<file path="config.mk">
export PLATFORM = sky130hd
export DESIGN_NAME = mem_bus_arbiter
export DESIGN_NICKNAME = d
export VERILOG_FILES = /design/src/rtl/cpuDefine.sv /design/src/rtl/mem_bus_arbiter.sv
export SDC_FILE = /design/constraint.sdc
export NUM_CORES = 1
export LEC_CHECK = 0
export ABC_AREA = 1
export BUFFER_PORTS_ARGS = -buffer_cell sky130_fd_sc_hd__buf_4
export CAP_MARGIN = 20
export CORE_MARGIN = 2
export CORE_UTILIZATION = 39
export CTS_BUF_LIST = sky130_fd_sc_hd__clkbuf_2
export DETAILED_ROUTE_END_ITERATION = 12
export PLACE_DENSITY_LB_ADDON = 0.12
export SLEW_MARGIN = 5
export SYNTH_ARGS = -nofsm -noshare
export SYNTH_HDL_FRONTEND = slang
export SYNTH_SLANG_ARGS = --single-unit
</file>
<file path="constraint.sdc">
create_clock -name aclk -period 1.5 [get_ports aclk]
set_input_delay 0.075 -clock aclk [delete_from_list [all_inputs] [get_ports aclk]]
set_output_delay 0.075 -clock aclk [all_outputs]
set_load 0.1 [all_outputs]
</file>
<file path="src/rtl/cpuDefine.sv">
// Shared types for the CPU memory-side blocks: arbiter FSM states, bus owner
// and the held bus request payload.
package cpuDefine;

   typedef enum logic [1:0] {
      ARB_IDLE = 2'd0,
      ARB_REQ  = 2'd1,
      ARB_RESP = 2'd2
   } arb_state_e;

   typedef enum logic {
      OWN_INST = 1'b0,
      OWN_DATA = 1'b1
   } arb_owner_e;

   typedef struct packed {
      logic        wr;
      logic [3:0]  wstrb;
      logic [31:0] addr;
      logic [31:0] wdata;
   } bus_payload_t;

endpackage

</file>
<file path="src/rtl/mem_bus_arbiter.sv">
// Two-requester (fetch / load-store) arbiter onto a single-outstanding memory bus.
// Optional fetch starvation guard: define ARB_STARVE_GUARD_EN.
//
// Handshake: a request is taken when req=1 and addr_ok=1 in the same cycle;
// a response is delivered in the single cycle data_ok=1; the bus side holds
// bus_req and its payload stable until bus_addr_ok, then waits for bus_data_ok.
module mem_bus_arbiter
   import cpuDefine::*;
#(
   parameter int STARVE_MAX = 4
) (
   input  logic        aclk,
   input  logic        reset,
   input  logic        inst_req,
   input  logic [31:0] inst_addr,
   output logic        inst_addr_ok,
   output logic        inst_data_ok,
   input  logic        inst_cancel,
   input  logic        data_req,
   input  logic        data_wr,
   input  logic [3:0]  data_wstrb,
   input  logic [31:0] data_addr,
   input  logic [31:0] data_wdata,
   output logic        data_addr_ok,
   output logic        data_data_ok,
   output logic [31:0] rsp_rdata,
   output logic        bus_req,
   output logic        bus_wr,
   output logic [3:0]  bus_wstrb,
   output logic [31:0] bus_addr,
   output logic [31:0] bus_wdata,
   input  logic        bus_addr_ok,
   input  logic        bus_data_ok,
   input  logic [31:0] bus_rdata,
   output logic [1:0]  dbg_state
);

   arb_state_e   state_q, state_d;
   arb_owner_e   owner_q, owner_d;
   logic         drop_q, drop_d;
   bus_payload_t pay_q, pay_d;
   logic         force_inst;
   logic         inst_win;
   logic         data_win;

   assign inst_win = inst_req && (!data_req || force_inst);
   assign data_win = data_req && !inst_win;

`ifdef ARB_STARVE_GUARD_EN
   localparam int CW = (STARVE_MAX < 1) ? 1 : $clog2(STARVE_MAX + 1);
   logic [CW-1:0] starve_q, starve_d;

   assign force_inst = (starve_q == CW'(STARVE_MAX));

   always_comb begin
      starve_d = starve_q;
      if (state_q == ARB_IDLE && !reset) begin
         if (inst_win)
            starve_d = '0;
         else if (data_win)
            starve_d = !inst_req ? '0 : (force_inst ? starve_q : starve_q + CW'(1));
      end
   end

   always_ff @(posedge aclk) begin
      if (reset) starve_q <= '0;
      else       starve_q <= starve_d;
   end
`else
   // Data always wins contention; this term is a constant 0.
   assign force_inst = (STARVE_MAX < 0);
`endif

   always_comb begin
      state_d      = state_q;
      owner_d      = owner_q;
      drop_d       = drop_q;
      pay_d        = pay_q;
      inst_addr_ok = 1'b0;
      data_addr_ok = 1'b0;
      inst_data_ok = 1'b0;
      data_data_ok = 1'b0;
      bus_req      = 1'b0;
      case (state_q)
         ARB_IDLE: begin
            drop_d = 1'b0;
            if (inst_win) begin
               inst_addr_ok = 1'b1;
               owner_d      = OWN_INST;
               pay_d        = '{wr: 1'b0, wstrb: 4'h0, addr: inst_addr, wdata: 32'h0};
               state_d      = ARB_REQ;
            end else if (data_win) begin
               data_addr_ok = 1'b1;
               owner_d      = OWN_DATA;
               pay_d        = '{wr: data_wr, wstrb: data_wstrb, addr: data_addr, wdata: data_wdata};
               state_d      = ARB_REQ;
            end
         end
         ARB_REQ: begin
            bus_req = 1'b1;
            if (owner_q == OWN_INST && inst_cancel) drop_d = 1'b1;
            if (bus_addr_ok) state_d = ARB_RESP;
         end
         ARB_RESP: begin
            if (owner_q == OWN_INST && inst_cancel) drop_d = 1'b1;
            if (bus_data_ok) begin
               // A cancel arriving with the response itself still drops it.
               if (owner_q == OWN_DATA) data_data_ok = 1'b1;
               else                     inst_data_ok = !drop_q && !inst_cancel;
               drop_d  = 1'b0;
               state_d = ARB_IDLE;
            end
         end
         default: state_d = ARB_IDLE;
      endcase
      if (reset) begin
         inst_addr_ok = 1'b0;
         data_addr_ok = 1'b0;
         inst_data_ok = 1'b0;
         data_data_ok = 1'b0;
         bus_req      = 1'b0;
      end
   end

   always_ff @(posedge aclk) begin
      if (reset) begin
         state_q <= ARB_IDLE;
         owner_q <= OWN_INST;
         drop_q  <= 1'b0;
         pay_q   <= '0;
      end else begin
         state_q <= state_d;
         owner_q <= owner_d;
         drop_q  <= drop_d;
         pay_q   <= pay_d;
      end
   end

   assign rsp_rdata = bus_rdata;
   assign bus_wr    = bus_req & pay_q.wr;
   assign bus_wstrb = {4{bus_req}} & pay_q.wstrb;
   assign bus_addr  = {32{bus_req}} & pay_q.addr;
   assign bus_wdata = {32{bus_req}} & pay_q.wdata;
   assign dbg_state = reset ? ARB_IDLE : state_q;

endmodule

</file>
---- Word-level counts from Yosys, hierarchy flattened ----
Index checks and enable logic that the tools add are counted.
W data, S select, Z words.
operators by class
  bitwise operators ....................... 5
  reduce and logical (&&, ||, !) cells .... 13
  equality and inequality tests ........... 5
  multiplexer cells ....................... 30
operator list
  cell                  number
  $mux W69              2
  $and A32 B32 Y32      2
  $mux W1               21
  $mux W2               5
  $pmux W2 S3           1
  $and A4 B4 Y4         1
  $logic_and A1 B1 Y1   4
  $logic_not A1 Y1      4
  $ne A2 B2 Y1 const B  2
  $ne A3 B3 Y1 const B  1
  $pmux W1 S3           1
  $reduce_and A3 Y1     1
  $reduce_bool A3 Y1    1
  $eq A2 B1 Y1 const B  1
  $eq A2 B2 Y1 const B  1
  $logic_not A2 Y1      1
  $reduce_and A2 Y1     1
  $reduce_bool A2 Y1    1
  $and A1 B1 Y1         1
  $not A1 Y1            1
word-level totals
  logic and storage cells ................. 60
  output and inout port bits .............. 108
  input bits .............................. 140
  register bits after elaboration ......... 73

---- Longest topological paths before layout ----
Gate-level depths: netlist of run 1.
  word-level depth ........................ 8
  gate-level depth with buffers ........... 8
  mapped depth without buffers ............ 7

---- Least setup slack after synthesis of run 1 ----
No wires, ideal clock.
  path kind ............................... register to output
  from .................................... reg state_q[0]
  to ...................................... out inst_data_ok
  required time ........................... 1425 ps
  cell stages (with the launch flop) ...... 5
  arrival ................................. 3498 ps
  path buffers ............................ 0
  setup slack ............................. -2073 ps
  path through ............................ dfxtp_1 -> inv_1 -> ha_1 -> nand3_1 -> nor4_1
between the ends
  cells in the longest elaborated chain, start to end .. 3
RTL lines
  element                 RTL line                text
  start, declared         mem_bus_arbiter.sv:38   arb_state_e state_q, state_d;
  start signal, assigned  mem_bus_arbiter.sv:132  state_q <= state_d;
  $eq A2 B2 Y1            mem_bus_arbiter.sv:84   case (state_q)
  $mux W1                 mem_bus_arbiter.sv:84
  $mux W1                 mem_bus_arbiter.sv:116  if (reset) begin
  end, declared           mem_bus_arbiter.sv:17   output logic inst_data_ok,
No other way between the ends.

---- Final worst setup path of run 1 ----
  from .................................... reg state_q[1]
  to ...................................... out bus_addr[10]
between the ends
  cells in the longest elaborated chain, start to end .. 4
RTL lines
  element           RTL line                text
  $eq A2 B1 Y1      mem_bus_arbiter.sv:84
  $mux W1           mem_bus_arbiter.sv:84
  $mux W1           mem_bus_arbiter.sv:116
  $and A32 B32 Y32  mem_bus_arbiter.sv:142  assign bus_addr = {32{bus_req}} & pay_q.addr;
  end, declared     mem_bus_arbiter.sv:30   output logic [31:0] bus_addr,
No other way between the ends.

==> results of run 1 <==
==> how the worst max path moves through the flow <==
stage                    start       endpoint  slack [ns]
CTS                 state_q[1]   bus_addr[12]       -0.42
global route        state_q[1]   bus_addr[10]       -0.62
detailed placement  state_q[0]      pay_q[51]       -0.01
floorplan           state_q[1]  bus_wdata[21]       -0.62
global placement    state_q[1]   bus_addr[31]        0.05
finish              state_q[1]   bus_addr[10]       -0.57
==> synth_stat cells <==
cell       n
nor2_4     1
o21ai_0   15
nor3_1     2
nor2_1    76
clkbuf_1  10
inv_1     77
nand3_1    4
o21ai_2    1
nand2_1   77
inv_2      4
buf_2     17
a21oi_1   67
o21ai_1   17
dfxtp_1   73
nor4_1     1
a22oi_1    1
ha_1       5
buf_4     35
o31ai_1   37
nor2_2     3
buf_6      2
buf_1      3
==> timing repair <==
item / CTS / global route
pin swaps: 4 / 23
buffers inserted: 7 / 7
gates resized for setup: 242 / 115
setup endpoints to repair: 91 / 144
gates cloned: 3 / 10
hold buffers: 106 / 0
endpoints found under the hold margin: 72 / 0
==> flip-flops by register name (all words and copies together) (netlist names) <==
signal and cells:
owner_q 1, drop_q 1, state_q 2, pay_q 69
==> logic make-up after synthesis <==
family,Yosys count
compound gates,138
fa+ha+maj,5
simple gates,164
flops,73
buf+inv,148
==> power by group <==
group | switching (mW) | internal [mW] | leakage (nW) | total [mW]
Sequential | 0.300 | 2.32 | 0.603 | 2.62
Clock | 0.867 | 0.381 | 0.0655 | 1.25
Combinational | 3.53 | 2.33 | 2.70 | 5.86
Total | 4.70 | 5.04 | 3.37 | 9.73
==> cell type report <==
class,count,area share (%)
Sequential cell,73,16.6
Clock buffer,9,0.511
Timing Repair Buffer,335,46.4
Clock inverter,7,0.809
Inverter,81,3.59
Tap cell,111,1.58
Antenna cell,3,0.0852
Multi-Input combinational cell,307,30.4
==> worst min-delay path, cell delays in order <==
cell	delay (ns)
buf_4	0.14
inv_1	0.07
nor2_2	0.05
buf_4	0.18
nand2_1	0.09
a21oi_2	0.05
==> cell usage in the layout, fill, tap and decap left out, drive strengths merged <==
cell type    synthesis  final
clkbuf              10     17
dlygate4sd3          0    106
o31ai               37     37
clkinv               0      4
nand3                4      4
nor3                 2      2
dfxtp               73     73
nand2               77     77
buf                 57    221
nor2                80     80
a22oi                1      1
o21ai               33     33
bufinv               0      1
diode                0      3
a21oi               67     67
inv                 81     81
nor4                 1      1
ha                   5      5
clkinvlp             0      2
==> per-layer routing <==
layer	global-route usage (%)	wire length, microns	part of all wire, %
met1	34.9	7830	32
met2	58.0	12200	49
met3	5.55	2160	8.8
met4	14.9	2420	9.8
met5	0	0	0
==> stage by stage <==
stage	TNS (ns)	setup slack [ns]
after floorplan	-38.54	-0.623
after global placement	0	0.0499
after detailed placement	-0.0303	-0.0110
after CTS	-28.21	-0.425
after global routing	-54.47	-0.622
final	-49.81	-0.567
==> flow_summary.toml, run 1 <==
[critical_path]
cp_cell_sequence = "inv_4 -> ha_4 -> inv_2 -> nor2_4 -> inv_6 -> buf_12 -> nor2_4 -> buf_12"
critPathSlowestCell = "dfxtp_2"
critPathMaxFanout = 11
reg2reg_setup_slack_ns = -0.51
critical_path_depth = 8
rr_startpoint = "state_q[1]"
cp_num_buf_inv = 5
crit_family = "buffers and inverters"
cp.arrival_ns = 1.99
worst-setup-path-type = "register to output port"
critPathLaunchType = "register"
reg2regPathDepth = 10
rr_endpoint = "pay_q[56]"
end_kind = "output port"
critPathMaxStageDelay_ns = 0.40
crit_required_ns = 1.42

[logic_synthesis]
synth_mux_area_share_pct = 0
ys_ff_latch = 73
synth_top_area_share_pct = 39.7
syn_area_sq_mm = 0.00368
netlist_instances = 528
yosys.area.top_type = "dfxtp_1"
synth-xor-area-share_pct = 0
synth_top_family_by_area = "compound AO/OA/AOI/OAI gates"
yosysWarnings = 0
synthSimpleGateAreaFrac_pct = 17.4
synth_cell_type_count = 22
syn_nets = 673
synth_compound_area_share_pct = 21.5
postSynthAreaPerCell_sq_um = 6.96
synth_seq_area_share_pct = 39.7
synth_fa_ha_area_share_pct = 1.70
synthTopCellsByArea = "dfxtp_1 40%, a21oi_1 9.1%, inv_1 7.9%"

[cts]
cts_tree = "yes"
path_clk_slew_ns = 0.31
cts_root_buf = "clkbuf_2"
clock_latency_ns = 0.57
cts.sink_count = 73
clk_path_buf_depth = 2
htreeDepth = 3
cts_buffers = 9

[detailed_routing]
dr.first_iter.drc_count = 431
drt_pass1_iterations = 6
vias = 5552
ant_nets = 0
wirelength_microns = 24600
drc = 0
wl_per_cell_microns = 26.5
vias_per_cell = 6.00

[timing]
slew_viol_final = 0
clock_skew_ns = 0.0745
clock.fmax_mhz = 484
slew_headroom_pct = 46.2
hold_viol = 0
worst_slew_pin_slew_ns = 0.807
finalCritPeriodShare_pct = 138
hold_ws_ns = 0.0682
fin_ws_ns = -0.567
period_needed_ns = 2.07
rsz0062_at_grt = "true"
setup_viol = 145

[power]
power_density_mw_per_mm2 = 1100
total_power_mw = 9.73
irDropWorstVdd_mv = 0.846
leakage_nw = 3.37

[floorplan]
num_rows = 35
dieArea_sq_mm = 0.0102
die_y_microns = 101
pin_count = 248
die_x_microns = 101
fp.coreArea_sq_mm = 0.00920
start_util_pct = 40.0

[placed_design]
dpl.hpwl_microns = 7980
gp_congestion = 0.831
portBuffers = 183
placed_cells = 775
place_area_sq_mm = 0.00563

[global_route]
grt_max_degree = 38
overflow = 0
grt_pass1_wl_microns = 25100
grt_pass1_vias = 4952
antenna_found_initial = 3
track_usage_pct = 31.5

[cells_and_area]
utilization_pct = 95.8
drive_gt1_share_pct = 50.6
stdcell_area_sq_mm = 0.00881
nNetsFinal = 952
area.growth.synth_to_final_pct = 140
multi_input_area_sq_mm = 0.00268
fillers = 215
layout.cells.non_filler = 926
seqCellArea_sq_mm = 0.00147

[min_path]
min_path_cells = 6
min_from = "inst_req"
min_path_type = "input pin to register"
min_delay_worst_endpoint = "pay_q[53]"

[flow_run]
max_cap_violations = 0

[status]
outcome = "finished with violations"
violations = "negative setup slack"
Note: power is estimated with default switching activity, not from simulation.
==> run 2: changes to the inputs <==
Settings changed: CORE_MARGIN 2 to 10.
==> flow_summary.toml, run 2 (synthesis results as in run 1) <==
[status]
outcome = "finished with violations"
violations = "negative setup slack"

[cells_and_area]
regMostFlops = "pay_q"
layout_common_cells = "124 x buf_4, 106 x dlygate4sd3_1, 86 x buf_12, 74 x inv_1, 73 x nor2_4"
area.growth.synth_to_final_pct = 133
reg_top3 = "pay_q: 69 flops, state_q: 2 flops"
largest_register_ffs = 69
final_common_cell = "buf_4"
drive_gt1_share_pct = 49.0
nNetsFinal = 959
stdcell_area_sq_mm = 0.00859

[critical_path]
reg2reg_setup_slack_ns = -0.45
cp.arrival_ns = 1.95
critPathLaunchType = "register"
end_kind = "output port"
critPathMaxFanout = 12
worst-setup-path-type = "register to output port"
reg2regPathDepth = 12
critPathMaxStageDelay_ns = 0.39
crit_family = "buffers and inverters"
rr_startpoint = "state_q[1]"
cp_cell_sequence = "inv_4 -> ha_4 -> inv_2 -> nor2_4 -> inv_8 -> buf_12 -> nor2_4 -> buf_12"
rr_endpoint = "pay_q[34]"
crit_required_ns = 1.42
critPathSlowestCell = "dfxtp_4"
cp_num_buf_inv = 5

[timing]
slew_viol_final = 0
worst_slew_pin_slew_ns = 0.535
hold_viol = 0
clock_skew_ns = 0.0394
finalCritPeriodShare_pct = 135
clock.fmax_mhz = 495
fin_ws_ns = -0.522
slew_headroom_pct = 64.3
rsz0062_at_grt = "true"
hold_ws_ns = 0.125
period_needed_ns = 2.02
setup_viol = 146

[cts]
htreeDepth = 3
cts.sink_count = 73
cts_tree = "yes"
cts_root_buf = "clkbuf_2"
cts_buffers = 9
clk_path_buf_depth = 2
clock_latency_ns = 0.55
path_clk_slew_ns = 0.23

[placed_design]
gp_congestion = 0.843
portBuffers = 183
dpl.hpwl_microns = 9600
place_worst_setup_slack_ns = -0.0260
place_area_sq_mm = 0.00563

[detailed_routing]
wirelength_microns = 21800
ant_nets = 0
vias = 5058
drc = 0
vias_per_cell = 5.43
dr.first_iter.drc_count = 424
drt_pass1_iterations = 7
wl_per_cell_microns = 23.4

[floorplan]
pin_count = 248
num_rows = 35
die_y_microns = 117
die_x_microns = 117
start_util_pct = 40.0
fp.coreArea_sq_mm = 0.00920
dieArea_sq_mm = 0.0137

[global_route]
grt_pass1_vias = 5100
grt_pass1_wl_microns = 27900
track_usage_pct = 26.1
overflow = 0
grt_max_degree = 35
antenna_found_initial = 1

[min_path]
min_delay_worst_endpoint = "pay_q[51]"
min_from = "inst_req"
min_path_type = "input pin to register"
min_path_cells = 5

[flow_run]
max_cap_violations = 0

[power]
irDropWorstVdd_mv = 0.663
leakage_nw = 3.36
power_density_mw_per_mm2 = 1050
-- run 2: how the worst max path moves through the flow --
stage / start / to / slack [ns] / cells past startpoint
3_3_place_gp: state_q[0] / state_q[0] / 0.04 / 7
5_1_grt: state_q[1] / bus_wdata[29] / -0.57 / 8
4_1_cts: state_q[1] / bus_wdata[21] / -0.46 / 8
6_report: state_q[1] / bus_wdata[29] / -0.52 / 8
2_1_floorplan: state_q[1] / bus_wdata[21] / -0.62 / 8
3_5_place_dp: state_q[0] / pay_q[40] / -0.03 / 7
-- run 2: per-layer routing --
layer / up-vias / global-route usage [%] / wire (microns)
met5: - / 0 / 0
met4: 0 / 12.9 / 1030
met3: 92 / 5.76 / 1530
met2: 300 / 49.0 / 11700
met1: 2445 / 26.7 / 7530
li1: 2221 / - / -
-- run 2: power by group --
group | switching [mW] | internal, mW | leakage, nW
logic | 3.12 | 2.22 | 2.70
registers | 0.224 | 2.32 | 0.603
clock network | 0.786 | 0.367 | 0.0652
-- run 2: worst reg2reg max path, stage by stage, from the launching register on --
cell and delay (ns):
dfxtp_4 0.40, inv_4 0.04, buf_4 0.13, buf_6 0.11
ha_4 0.17, buf_4 0.13, buf_6 0.10, buf_6 0.11
buf_6 0.11, o21ai_4 0.12, buf_6 0.22, a21oi_1 0.07
a21oi_1 0.19
-- run 2: area by class of cell --
class	instances	area, sq um
sequential	73	1470
multi-input combinational	307	2450
fill	297	611
tap	111	139
timing repair buffer	342	4100
clock buffer	9	45.0
antenna	2	5.00
clock inverter	6	60.1
inverter	81	322
-- run 2: timing repair --
item,4_1_cts,5_1_grt
resized for setup,242,101
buffers inserted,13,17
endpoints found under the setup margin,89,120
gates cloned,4,6
pin swaps,5,16
hold endpoints to repair,73,0
hold buffers,106,0
-- run 2: through the flow --
step / total power [mW] / util (%) / std cells / setup TNS [ns]
finish: 9.04 / 93.4 / 931 / -53.15
global route: 9.33 / 93.3 / 930 / -58.61
CTS: 7.98 / 87.0 / 912 / -33.33
detailed placement: 5.83 / 61.3 / 774 / -0.0433
global placement: 5.76 / 61.3 / 774 / 0
floorplan: 5.31 / - / 528 / -38.54
==> run 3: changes to the inputs <==
Settings changed: SETUP_SLACK_MARGIN from default to 0.15.
==> flow_summary.toml, run 3 <==
[logic_synthesis]
netlist_instances = 528
synth_mux_area_share_pct = 0
synth_cell_type_count = 22
synth-xor-area-share_pct = 0
synthSimpleGateAreaFrac_pct = 17.4
synth_top_area_share_pct = 39.7
synth_fa_ha_area_share_pct = 1.70
synth_seq_area_share_pct = 39.7
synthTopCellsByCount = "77 x inv_1, 77 x nand2_1, 76 x nor2_1, 73 x dfxtp_1, 67 x a21oi_1"
yosys.area.top_type = "dfxtp_1"
synth_ff_type = "dfxtp_1"
synthTopCellsByArea = "dfxtp_1 40%, a21oi_1 9.1%, inv_1 7.9%"
synth_edf_count = 0
synth_top_family_by_area = "compound AO/OA/AOI/OAI gates"
ys_ff_latch = 73
async_flop_share_pct = 0
postSynthAreaPerCell_sq_um = 6.96
syn_area_sq_mm = 0.00368
yosysWarnings = 0
syn_nets = 673
synth_compound_area_share_pct = 21.5

[cts]
cts_buffers = 9
cts.sink_count = 73
clk_path_buf_depth = 2
cts_root_buf = "clkbuf_2"
htreeDepth = 3

[status]
haltStage = "5_1_grt"
outcome = "did not finish"
firstError = "[ERROR DPL-0038] Utilization greater than 100%, impossible to legalize"

[floorplan]
num_rows = 35
die_x_microns = 117
pin_count = 248
die_y_microns = 117
start_util_pct = 40.0

[placed_design]
gp_congestion = 0.808
placed_cells = 774
portBuffers = 183
dpl.hpwl_microns = 9580

[timing]
postGrtWorstEndpoint = "bus_wdata[24]"
worst-ep-kind = "top-level output"

[global_route]
grt_max_degree = 39
[run 3: cell counts after synthesis]
Identical to the previous run, type by type.
[run 3: metrics by stage]
step                      area, sq um  hold WS [ns]  setup slack [ns]  utilization [%]  TNS [ns]
after floorplan                  4340         0.188            -0.623                -    -38.64
after global placement           5600         0.151            0.0494             60.9         0
after detailed placement         5600         0.151           0.00127             60.9         0
after CTS                        8360        0.0181            -0.504             90.9    -36.29
[run 3: repair_timing]
item,CTS
cloned,11
resized for setup,293
setup endpoints to repair,148
hold endpoints to repair,73
pin swaps,8
buffers inserted,11
hold buffers,107
[run 3: logic make-up after synthesis]
kind of cell	after synthesis
simple gates	164
flops	73
fa+ha+maj	5
buf+inv	148
compound gates	138
==> run 4: changes to the inputs <==
Settings changed: CORE_UTILIZATION 39 to 40, CTS_BUF_LIST sky130_fd_sc_hd__clkbuf_2 to default, PLACE_DENSITY_LB_ADDON 0.12 to 0.15, SETUP_SLACK_MARGIN 0.15 to default.
Clock period 1.5 ns to 1.95 ns, I/O delays scaled along.
==> flow_summary.toml, run 4 (synthesis results as in run 1) <==
[critical_path]
critPathLaunchType = "register"
end_kind = "output port"
worst-setup-path-type = "register to output port"
crit_required_ns = 1.85
critPathMaxFanout = 25
cp.arrival_ns = 1.81

[floorplan]
start_util_pct = 41.6
fp.coreArea_sq_mm = 0.00885
pin_count = 248
die_y_microns = 116
dieArea_sq_mm = 0.0134
die_x_microns = 116
num_rows = 34

[global_route]
globalRouteMet2Util_pct = 33.9
grt_max_degree = 44
met1_usage_pct = 21.5
busiest_layer = "met2"
grt_pass1_wl_microns = 21400
antenna_found_initial = 2
overflow = 0
grt_pass1_vias = 4282
track_usage_pct = 19.8
grt_use_met3_pct = 6.72

[cts]
cts.sink_count = 73
path_clk_slew_ns = 0.08
cts_buffers = 9
cts_tree = "yes"
clk_path_buf_depth = 2
cts_root_buf = "clkbuf_8"
clock_latency_ns = 0.35
htreeDepth = 3

[timing]
period_needed_ns = 1.91
slew_headroom_pct = 56.2
worst_slew_pin_slew_ns = 0.657
setup_viol = 0
clock.fmax_mhz = 524
slew_viol_final = 0
hold_viol = 0
clock_skew_ns = 0.00589
finalCritPeriodShare_pct = 97.8
rsz0062_at_grt = "true"

[cells_and_area]
utilization_pct = 78.0
area.growth.synth_to_final_pct = 87.7
largest_register_ffs = 69
reg_top3 = "pay_q: 69 flops, state_q: 2 flops"
layout_common_cells = "127 x buf_4, 77 x nand2_1, 75 x inv_1, 71 x nor2_4, 71 x dfxtp_1"
nNetsFinal = 864
regMostFlops = "pay_q"
final_common_cell = "buf_4"
drive_gt1_share_pct = 41.0
stdcell_area_sq_mm = 0.00690

[detailed_routing]
drc = 0
ant_nets = 0
wl_per_cell_microns = 18.3
wirelength_microns = 15300
vias_per_cell = 5.00
drt_pass1_iterations = 4
dr.first_iter.drc_count = 222
vias = 4175

[power]
irDropWorstVdd_mv = 0.570
power_density_mw_per_mm2 = 853
leakage_nw = 2.74

[placed_design]
portBuffers = 183
dpl.hpwl_microns = 9390
gp_congestion = 0.790
place_area_sq_mm = 0.00547

[flow_run]
max_cap_violations = 0

[status]
outcome = "complete, no violations"

[min_path]
min_path_type = "input pin to register"
==> run 4: layout make-up <==
cell class	count	area (sq um)
inverter	81	312
clock inverter	4	50.0
timing repair buffer	247	2710
multi-input combinational	307	2060
fill	553	1950
tap	108	135
antenna	3	7.51
sequential	73	1460
clock buffer	12	165
==> run 4: timing repair <==
item / CTS / global route
resized for setup: 27 / 134
setup endpoints to repair: 30 / 63
buffers inserted: 0 / 0
hold buffers: 51 / 1
hold endpoints to repair: 51 / 1
cloned: 0 / 1
==> run 4: path summary, 6_finish.rpt <==
kind	from	endpoint	slack (ns)	depth (start not counted)
hold / removal	inst_addr[15]	pay_q[47]	0.01	3
hold reg to reg	pay_q[62]	pay_q[62]	0.52	2
setup reg to reg	state_q[0]	pay_q[36]	0.25	7
setup / recovery	state_q[1]	bus_wstrb[2]	0.04	8
==> run 4: report_power, final <==
group	switching, mW	internal [mW]	total, mW
Clock	0.584	0.694	1.28
Combinational	1.80	0.888	2.69
Sequential	0.138	1.78	1.92
==> run 4: metrics by stage <==
step	setup TNS (ns)	std cells	setup WS (ns)	power (mW)	hold WS [ns]
floorplan	-8.27	528	-0.195	4.08	0.210
global placement	0	763	0.371	4.29	0.196
detailed placement	0	763	0.296	4.33	0.196
CTS	-0.118	830	-0.0414	5.72	0.0000589
global route	-0.569	834	-0.0506	6.19	0.00848
finish	0	835	0.0434	5.89	0.0124
==> run 4: per-layer routing <==
metal | vias up | wire [microns] | part of all wire [%]
met3 | 52 | 1140 | 7.4
met5 | - | 0 | 0
met2 | 147 | 8230 | 54
met4 | 0 | 495 | 3.2
li1 | 2021 | - | -
met1 | 1955 | 5410 | 35
==> run 4: critical path, stage by stage (launching register included) <==
cell and delay, ns:
dfxtp_2 0.35, inv_4 0.08, ha_4 0.14, inv_2 0.05, nor2_4 0.14, inv_6 0.11, buf_16 0.23, nor2_4 0.14
buf_8 0.21
